===== src/rtl/mips_mc_pkg.sv =====
// Shared encodings for the multicycle MIPS controller: FSM states, opcodes, functs, ALU ops/codes.
// The optional ANDI/ORI/BNE extension is enabled with MIPS_MC_EXT_OPS_EN.
package mips_mc_pkg;

    typedef enum logic [3:0] {
        S_FETCH   = 4'd0,
        S_DECODE  = 4'd1,
        S_MEMADR  = 4'd2,
        S_MEMRD   = 4'd3,
        S_MEMWB   = 4'd4,
        S_MEMWR   = 4'd5,
        S_EXECUTE = 4'd6,
        S_ALUWB   = 4'd7,
        S_BRANCH  = 4'd8,
        S_ADDIEX  = 4'd9,
        S_ADDIWB  = 4'd10,
        S_JUMP    = 4'd11,
        S_LOGIEX  = 4'd12
    } state_t;

    localparam logic [5:0] OP_RTYPE = 6'b000000;
    localparam logic [5:0] OP_LW    = 6'b100011;
    localparam logic [5:0] OP_SW    = 6'b101011;
    localparam logic [5:0] OP_BEQ   = 6'b000100;
    localparam logic [5:0] OP_ADDI  = 6'b001000;
    localparam logic [5:0] OP_J     = 6'b000010;
    localparam logic [5:0] OP_ANDI  = 6'b001100;
    localparam logic [5:0] OP_ORI   = 6'b001101;
    localparam logic [5:0] OP_BNE   = 6'b000101;

    localparam logic [5:0] FN_ADD = 6'b100000;
    localparam logic [5:0] FN_SUB = 6'b100010;
    localparam logic [5:0] FN_AND = 6'b100100;
    localparam logic [5:0] FN_OR  = 6'b100101;
    localparam logic [5:0] FN_SLT = 6'b101010;

    // ALUOP_NONE is used by states that do not drive the ALU, so alucontrol reads 000 there.
    typedef enum logic [2:0] {
        ALUOP_NONE  = 3'd0,
        ALUOP_ADD   = 3'd1,
        ALUOP_SUB   = 3'd2,
        ALUOP_FUNCT = 3'd3,
        ALUOP_AND   = 3'd4,
        ALUOP_OR    = 3'd5
    } aluop_t;

    localparam logic [2:0] ALU_AND = 3'b000;
    localparam logic [2:0] ALU_OR  = 3'b001;
    localparam logic [2:0] ALU_ADD = 3'b010;
    localparam logic [2:0] ALU_SUB = 3'b110;
    localparam logic [2:0] ALU_SLT = 3'b111;

endpackage


===== src/rtl/mips_mc_controller_if.sv =====
// Control bundle between the multicycle controller (master) and the datapath (slave).
// With MIPS_MC_EXT_OPS_EN defined, the zero-extend select zext is added.
interface mips_mc_controller_if;
    logic [5:0] op;
    logic [5:0] funct;
    logic       zero;
    logic       pcen;
    logic       memwrite;
    logic       irwrite;
    logic       regwrite;
    logic       iord;
    logic       memtoreg;
    logic       regdst;
    logic       alusrca;
    logic [1:0] alusrcb;
    logic [1:0] pcsrc;
    logic [2:0] alucontrol;
    logic       illegal;
`ifdef MIPS_MC_EXT_OPS_EN
    logic       zext;

    modport master (
        input  op, funct, zero,
        output pcen, memwrite, irwrite, regwrite, iord, memtoreg, regdst,
               alusrca, alusrcb, pcsrc, alucontrol, illegal, zext
    );
    modport slave (
        output op, funct, zero,
        input  pcen, memwrite, irwrite, regwrite, iord, memtoreg, regdst,
               alusrca, alusrcb, pcsrc, alucontrol, illegal, zext
    );
`else
    modport master (
        input  op, funct, zero,
        output pcen, memwrite, irwrite, regwrite, iord, memtoreg, regdst,
               alusrca, alusrcb, pcsrc, alucontrol, illegal
    );
    modport slave (
        output op, funct, zero,
        input  pcen, memwrite, irwrite, regwrite, iord, memtoreg, regdst,
               alusrca, alusrcb, pcsrc, alucontrol, illegal
    );
`endif
endinterface


===== src/rtl/mips_mc_aludec.sv =====
// ALU decoder: maps the FSM's aluop (and funct for R-type) to the ALU control code.
// bad_funct flags an unsupported funct, only meaningful when aluop is FUNCT.
module mips_mc_aludec
    import mips_mc_pkg::*;
(
    input  aluop_t     aluop,
    input  logic [5:0] funct,
    output logic [2:0] alucontrol,
    output logic       bad_funct
);

    always_comb begin
        alucontrol = 3'b000;
        bad_funct  = 1'b0;
        case (aluop)
            ALUOP_ADD: alucontrol = ALU_ADD;
            ALUOP_SUB: alucontrol = ALU_SUB;
            ALUOP_AND: alucontrol = ALU_AND;
            ALUOP_OR:  alucontrol = ALU_OR;
            ALUOP_FUNCT: begin
                case (funct)
                    FN_ADD: alucontrol = ALU_ADD;
                    FN_SUB: alucontrol = ALU_SUB;
                    FN_AND: alucontrol = ALU_AND;
                    FN_OR:  alucontrol = ALU_OR;
                    FN_SLT: alucontrol = ALU_SLT;
                    default: begin
                        alucontrol = ALU_ADD;
                        bad_funct  = 1'b1;
                    end
                endcase
            end
            default: alucontrol = 3'b000;
        endcase
    end

endmodule


===== src/rtl/mips_mc_controller.sv =====
// Multicycle MIPS control unit: Moore FSM sequencing memory, register file, ALU and PC.
// Defining MIPS_MC_EXT_OPS_EN adds ANDI/ORI (via LOGIEX, zext) and BNE (branchne).
module mips_mc_controller
    import mips_mc_pkg::*;
(
    input  logic                  clk,
    input  logic                  reset,
    mips_mc_controller_if.master  bus
);

    state_t     state, state_next;
    aluop_t     aluop;
    logic [2:0] alucontrol_dec;
    logic       bad_funct;
    logic       pcwrite, branch, branchne, zext;
    logic       memwrite, irwrite, regwrite, iord, memtoreg, regdst, alusrca, illegal;
    logic [1:0] alusrcb, pcsrc;

    always_ff @(posedge clk) begin
        if (reset) state <= S_FETCH;
        else       state <= state_next;
    end

    always_comb begin
        state_next = S_FETCH;
        aluop      = ALUOP_NONE;
        pcwrite    = 1'b0;
        branch     = 1'b0;
        branchne   = 1'b0;
        zext       = 1'b0;
        memwrite   = 1'b0;
        irwrite    = 1'b0;
        regwrite   = 1'b0;
        iord       = 1'b0;
        memtoreg   = 1'b0;
        regdst     = 1'b0;
        alusrca    = 1'b0;
        illegal    = 1'b0;
        alusrcb    = 2'b00;
        pcsrc      = 2'b00;
        case (state)
            S_FETCH: begin
                irwrite    = 1'b1;
                pcwrite    = 1'b1;
                alusrcb    = 2'b01;
                aluop      = ALUOP_ADD;
                state_next = S_DECODE;
            end
            S_DECODE: begin
                alusrcb = 2'b11;
                aluop   = ALUOP_ADD;
                case (bus.op)
                    OP_LW, OP_SW: state_next = S_MEMADR;
                    OP_RTYPE:     state_next = S_EXECUTE;
                    OP_BEQ:       state_next = S_BRANCH;
                    OP_ADDI:      state_next = S_ADDIEX;
                    OP_J:         state_next = S_JUMP;
`ifdef MIPS_MC_EXT_OPS_EN
                    OP_ANDI, OP_ORI: state_next = S_LOGIEX;
                    OP_BNE:          state_next = S_BRANCH;
`endif
                    default: begin
                        state_next = S_FETCH;
                        illegal    = 1'b1;
                    end
                endcase
            end
            S_MEMADR: begin
                alusrca    = 1'b1;
                alusrcb    = 2'b10;
                aluop      = ALUOP_ADD;
                state_next = (bus.op == OP_SW) ? S_MEMWR : S_MEMRD;
            end
            S_MEMRD: begin
                iord       = 1'b1;
                state_next = S_MEMWB;
            end
            S_MEMWB: begin
                memtoreg = 1'b1;
                regwrite = 1'b1;
            end
            S_MEMWR: begin
                iord     = 1'b1;
                memwrite = 1'b1;
            end
            S_EXECUTE: begin
                alusrca    = 1'b1;
                aluop      = ALUOP_FUNCT;
                illegal    = bad_funct;
                state_next = S_ALUWB;
            end
            S_ALUWB: begin
                regdst   = 1'b1;
                regwrite = 1'b1;
            end
            S_BRANCH: begin
                alusrca = 1'b1;
                aluop   = ALUOP_SUB;
                pcsrc   = 2'b01;
`ifdef MIPS_MC_EXT_OPS_EN
                branchne = (bus.op == OP_BNE);
                branch   = (bus.op != OP_BNE);
`else
                branch   = 1'b1;
`endif
            end
            S_ADDIEX: begin
                alusrca    = 1'b1;
                alusrcb    = 2'b10;
                aluop      = ALUOP_ADD;
                state_next = S_ADDIWB;
            end
            S_ADDIWB: begin
                regwrite = 1'b1;
            end
            S_JUMP: begin
                pcsrc   = 2'b10;
                pcwrite = 1'b1;
            end
`ifdef MIPS_MC_EXT_OPS_EN
            S_LOGIEX: begin
                alusrca    = 1'b1;
                alusrcb    = 2'b10;
                zext       = 1'b1;
                aluop      = (bus.op == OP_ANDI) ? ALUOP_AND : ALUOP_OR;
                state_next = S_ADDIWB;
            end
`endif
            default: state_next = S_FETCH;
        endcase
    end

    mips_mc_aludec u_aludec (
        .aluop      (aluop),
        .funct      (bus.funct),
        .alucontrol (alucontrol_dec),
        .bad_funct  (bad_funct)
    );

    // Every output is forced low while reset is held, so an abandoned instruction writes nothing.
    assign bus.pcen       = ~reset & (pcwrite | (branch & bus.zero) | (branchne & ~bus.zero));
    assign bus.memwrite   = ~reset & memwrite;
    assign bus.irwrite    = ~reset & irwrite;
    assign bus.regwrite   = ~reset & regwrite;
    assign bus.iord       = ~reset & iord;
    assign bus.memtoreg   = ~reset & memtoreg;
    assign bus.regdst     = ~reset & regdst;
    assign bus.alusrca    = ~reset & alusrca;
    assign bus.alusrcb    = reset ? 2'b00 : alusrcb;
    assign bus.pcsrc      = reset ? 2'b00 : pcsrc;
    assign bus.alucontrol = reset ? 3'b000 : alucontrol_dec;
    assign bus.illegal    = ~reset & illegal;
`ifdef MIPS_MC_EXT_OPS_EN
    assign bus.zext       = ~reset & zext;
`else
    logic unused_zext;
    assign unused_zext = zext;
`endif

endmodule


===== src/flat_wrapper.sv =====
// flat-port wrapper written by rule: the top's interface ports become plain ports
module mips_mc_controller_flat import mips_mc_pkg::*;
  (clk, reset, bus_op, bus_funct, bus_zero, bus_pcen, bus_memwrite, bus_irwrite, bus_regwrite, bus_iord, bus_memtoreg, bus_regdst, bus_alusrca, bus_alusrcb, bus_pcsrc, bus_alucontrol, bus_illegal);
  mips_mc_controller_if bus_i ();
  input  logic clk;
  input  logic reset;
  input wire logic [$bits(bus_i.op)-1:0] bus_op;
  input wire logic [$bits(bus_i.funct)-1:0] bus_funct;
  input wire logic [$bits(bus_i.zero)-1:0] bus_zero;
  output wire logic [$bits(bus_i.pcen)-1:0] bus_pcen;
  output wire logic [$bits(bus_i.memwrite)-1:0] bus_memwrite;
  output wire logic [$bits(bus_i.irwrite)-1:0] bus_irwrite;
  output wire logic [$bits(bus_i.regwrite)-1:0] bus_regwrite;
  output wire logic [$bits(bus_i.iord)-1:0] bus_iord;
  output wire logic [$bits(bus_i.memtoreg)-1:0] bus_memtoreg;
  output wire logic [$bits(bus_i.regdst)-1:0] bus_regdst;
  output wire logic [$bits(bus_i.alusrca)-1:0] bus_alusrca;
  output wire logic [$bits(bus_i.alusrcb)-1:0] bus_alusrcb;
  output wire logic [$bits(bus_i.pcsrc)-1:0] bus_pcsrc;
  output wire logic [$bits(bus_i.alucontrol)-1:0] bus_alucontrol;
  output wire logic [$bits(bus_i.illegal)-1:0] bus_illegal;
  assign bus_i.op = bus_op;
  assign bus_i.funct = bus_funct;
  assign bus_i.zero = bus_zero;
  assign bus_pcen = bus_i.pcen;
  assign bus_memwrite = bus_i.memwrite;
  assign bus_irwrite = bus_i.irwrite;
  assign bus_regwrite = bus_i.regwrite;
  assign bus_iord = bus_i.iord;
  assign bus_memtoreg = bus_i.memtoreg;
  assign bus_regdst = bus_i.regdst;
  assign bus_alusrca = bus_i.alusrca;
  assign bus_alusrcb = bus_i.alusrcb;
  assign bus_pcsrc = bus_i.pcsrc;
  assign bus_alucontrol = bus_i.alucontrol;
  assign bus_illegal = bus_i.illegal;
  mips_mc_controller u_core (.clk(clk), .reset(reset), .bus(bus_i));
endmodule

===== config.mk =====
export PLATFORM = sky130hd
export DESIGN_NAME = mips_mc_controller_flat
export DESIGN_NICKNAME = d
export VERILOG_FILES = /design/src/rtl/mips_mc_pkg.sv /design/src/rtl/mips_mc_controller_if.sv /design/src/rtl/mips_mc_aludec.sv /design/src/rtl/mips_mc_controller.sv /design/src/flat_wrapper.sv
export SDC_FILE = /design/constraint.sdc
export NUM_CORES = 1
export LEC_CHECK = 0
export CAP_MARGIN = 20
export CORE_MARGIN = 1.5
export CORE_UTILIZATION = 44
export CTS_BUF_LIST = sky130_fd_sc_hd__clkbuf_8
export DETAILED_ROUTE_END_ITERATION = 10
export GPL_ROUTABILITY_DRIVEN = 1
export PLACE_DENSITY = 0.92
export SYNTH_ARGS = -nofsm -noshare
export SYNTH_HDL_FRONTEND = slang
export SYNTH_SLANG_ARGS = --single-unit

===== constraint.sdc =====
create_clock -name clk -period 2.25 [get_ports clk]
set_input_delay 0.45 -clock clk [delete_from_list [all_inputs] [get_ports clk]]
set_output_delay 0.45 -clock clk [all_outputs]
set_load 0.02 [all_outputs]

==> flow_metrics.tcl <==
set metrics [dict create \
    use_met1_pct 39.1 \
    core_um2 1320 \
    yosys.area.top_type_share_pct 12.8 \
    area_growth_pct 80.0 \
    cpPeakStageDelay_ns 0.48 \
    tightest_slew_ns 0.366 \
    setup_viol 0 \
    period_minus_slack_ns 2.24 \
    outcome "finished, final reports clean" \
    power_leakage_nw 0.500 \
    reg.largest.list "u_core.state: 4 flops" \
    largest_reg_flops 4 \
    cts_hold_buf 0 \
    grt_pass1_wl_mm 3.71 \
    max_cap_violations 0 \
    antenna_found_initial 0 \
    critical_path.slowest_cell "clkdlybuf4s50_1" \
    min-delay-start "u_core.state[0]" \
    r2r_end "u_core.state[2]" \
    post-dp-hpwl_mm 1.77 \
    layout_common_cells "26 x buf_4, 12 x dlygate4sd2_1, 10 x nor2_1" \
    synth_cell_type_count 41 \
    synth_edf_count 0 \
    critical_path.cell_chain "clkdlybuf4s50_1 > nor3b_2 > nand3_1 > o21a_1 > nor3_2 > buf_4" \
    cts.sinks 4 \
    min_period_over_period_pct 99.4 \
    arrival_ns 1.79 \
    num_vias 968 \
    avgSynthCellArea_um2 7.02 \
    endpoint_kind "output port" \
    grtUsageTotal_pct 34.8 \
    seq_area_frac_synth_pct 12.8 \
    gp_congestion 0.859 \
    busiest_layer "met2" \
    initial_core_util_pct 47.4 \
    final_max_slew_viol_count 0 \
    rsz0062_at_grt "yes" \
    final_util_pct 85.3 \
    n_antenna_cell 0 \
    synth_cells 89 \
    routed_via_density 6.29 \
    clk_pin_slew_ns 0.03 \
    grtUsageMet3_pct 5.98 \
    slew_headroom_pct 75.5 \
    setup.worst_path.class "primary input to output port" \
    dieArea_um2 1650 \
    clock_latency_ns 0.23 \
    fmax_ghz 0.447 \
    synthesis.nets 104 \
    overflow 0 \
    whs_endpoint "u_core.state[0]" \
    final_common_cell "buf_4" \
    worst-path-max-fanout 2 \
    final_antenna_net_count 0 \
    grt_max_degree 9 \
    syn_area_um2 624 \
    num_rows 13 \
    synthTopCellsByArea "dfxtp_1 13%, nor3_1 6.4%, nor2_1 6.0%, nand2b_1 5.0%, buf_2 4.8%" \
    min-delay-path-class "flop to flop" \
    drt_iter0_markers 48 \
    grt_pass1_vias 804 \
    cts_tree "built" \
    yosysWarnings 0 \
    drc 0 \
    clockRootBuffer "clkbuf_8" \
    ir_worst_vdd_v 0.000279 \
    synth-main-ff-cell "dfxtp_1" \
    async_flop_share_pct 0 \
    rr_worst_depth 5 \
    fin_cells 154 \
    htreeDepth 1 \
    cts_setup_buffers 0 \
    drive_gt1_share_pct 36.7 \
    power.density_nw_per_um2 345 \
    synth_seq_cells 4 \
    drtPass1Iterations 4 \
    finalHoldViolations 0 \
    hold_depth 1 \
    die_h_um 40.7 \
    r2r_slack_ns 0.78 \
    fin_skew_ns 0.00843 \
    regMostFlops "u_core.state" \
    p_total_mw 0.387 \
    ios 31 \
    portBuffers 30 \
    worstPathRequired_ns 1.80 \
    grtUsageMet2_pct 60.3 \
    dp_cells 151 \
    wl_mm 2.75 \
    reg2reg_from "u_core.state[1]" \
    crit_path_start_kind "primary input" \
    nNetsFinal 156 \
    dieWidth_um 40.7 \
    synth_top_area_cell "dfxtp_1" \
    cts.path.max_buffers 2 \
    cts_made_buffers 3 \
    wl_per_cell_um 17.8 \
]
[power by group]
group	internal, mW	switching, mW	leakage (nW)
logic	0.0726	0.0739	0.445
registers	0.0737	0.00429	0.0331
clock network	0.115	0.0480	0.0216
total	0.261	0.126	0.500
[cells by family after synthesis]
group	Yosys count	synth area share [%]
multiplexers	1	1.80
flip-flops	4	12.8
AND/OR/NAND/NOR	48	46.3
buffers and inverters	10	7.21
AO/OA/AOI/OAI	24	27.9
XOR/XNOR	2	4.01
[cell type report]
cell class	instances	area, µm²
Clock buffer	3	41.3
Fill cell	74	194
Inverter	3	11.3
Multi-Input combinational cell	75	538
Sequential cell	4	81.3
Tap cell	15	18.8
Timing Repair Buffer	54	433
[routing by layer]
metal	vias up	wire length [µm]
met2	67	1380
met5	-	0
li1	433	-
met3	17	173
met4	0	112
met1	451	1080
[critical path, delay by kind of cell]
family / cells / cell delay (ns)
and+or+nand+nor: 3 / 0.48
AOI/OAI and AO/OA: 1 / 0.19
buffers and inverters: 2 / 0.66
[cell usage after synthesis, types with 2 or more instances]
cell      number
a21oi_1        4
nor2_1        10
inv_1          2
a21o_1         2
dfxtp_1        4
o21ai_0        2
a31oi_1        3
nand2b_1       5
nor4b_1        2
nor3_1         8
buf_2          6
a211oi_1       4
nor2b_1        2
nor4_1         2
nand3_1        4
nand2_1        4
[timing repair]
| item | CTS | global route |
|---|---|---|
| pin swaps | 1 | 0 |
| setup endpoints to repair | 16 | 8 |
| resized for setup | 38 | 17 |
[worst max path at each step]
stage | start | to | depth (start not counted)
4_1_cts | bus_funct[2] | bus_alucontrol[2] | 6
2_1_floorplan | u_core.state[3] | bus_alucontrol[0] | 4
3_3_place_gp | bus_op[1] | bus_illegal | 6
6_report | bus_funct[1] | bus_alucontrol[2] | 6
3_5_place_dp | bus_op[1] | bus_illegal | 6
5_1_grt | bus_funct[1] | bus_alucontrol[2] | 6
[through the flow]
step	cell area, µm²	setup TNS [ns]	worst slack (ns)	hold slack (ns)
2_1_floorplan	624	0	0.299	0.583
3_3_place_gp	1090	-3.41	-0.474	0.561
3_5_place_dp	1090	-3.88	-0.545	0.571
4_1_cts	1120	-0.0490	-0.0490	0.565
5_1_grt	1120	-0.00194	-0.00194	0.606
6_report	1120	0	0.0137	0.574
Power figures use the tool's default switching activity.
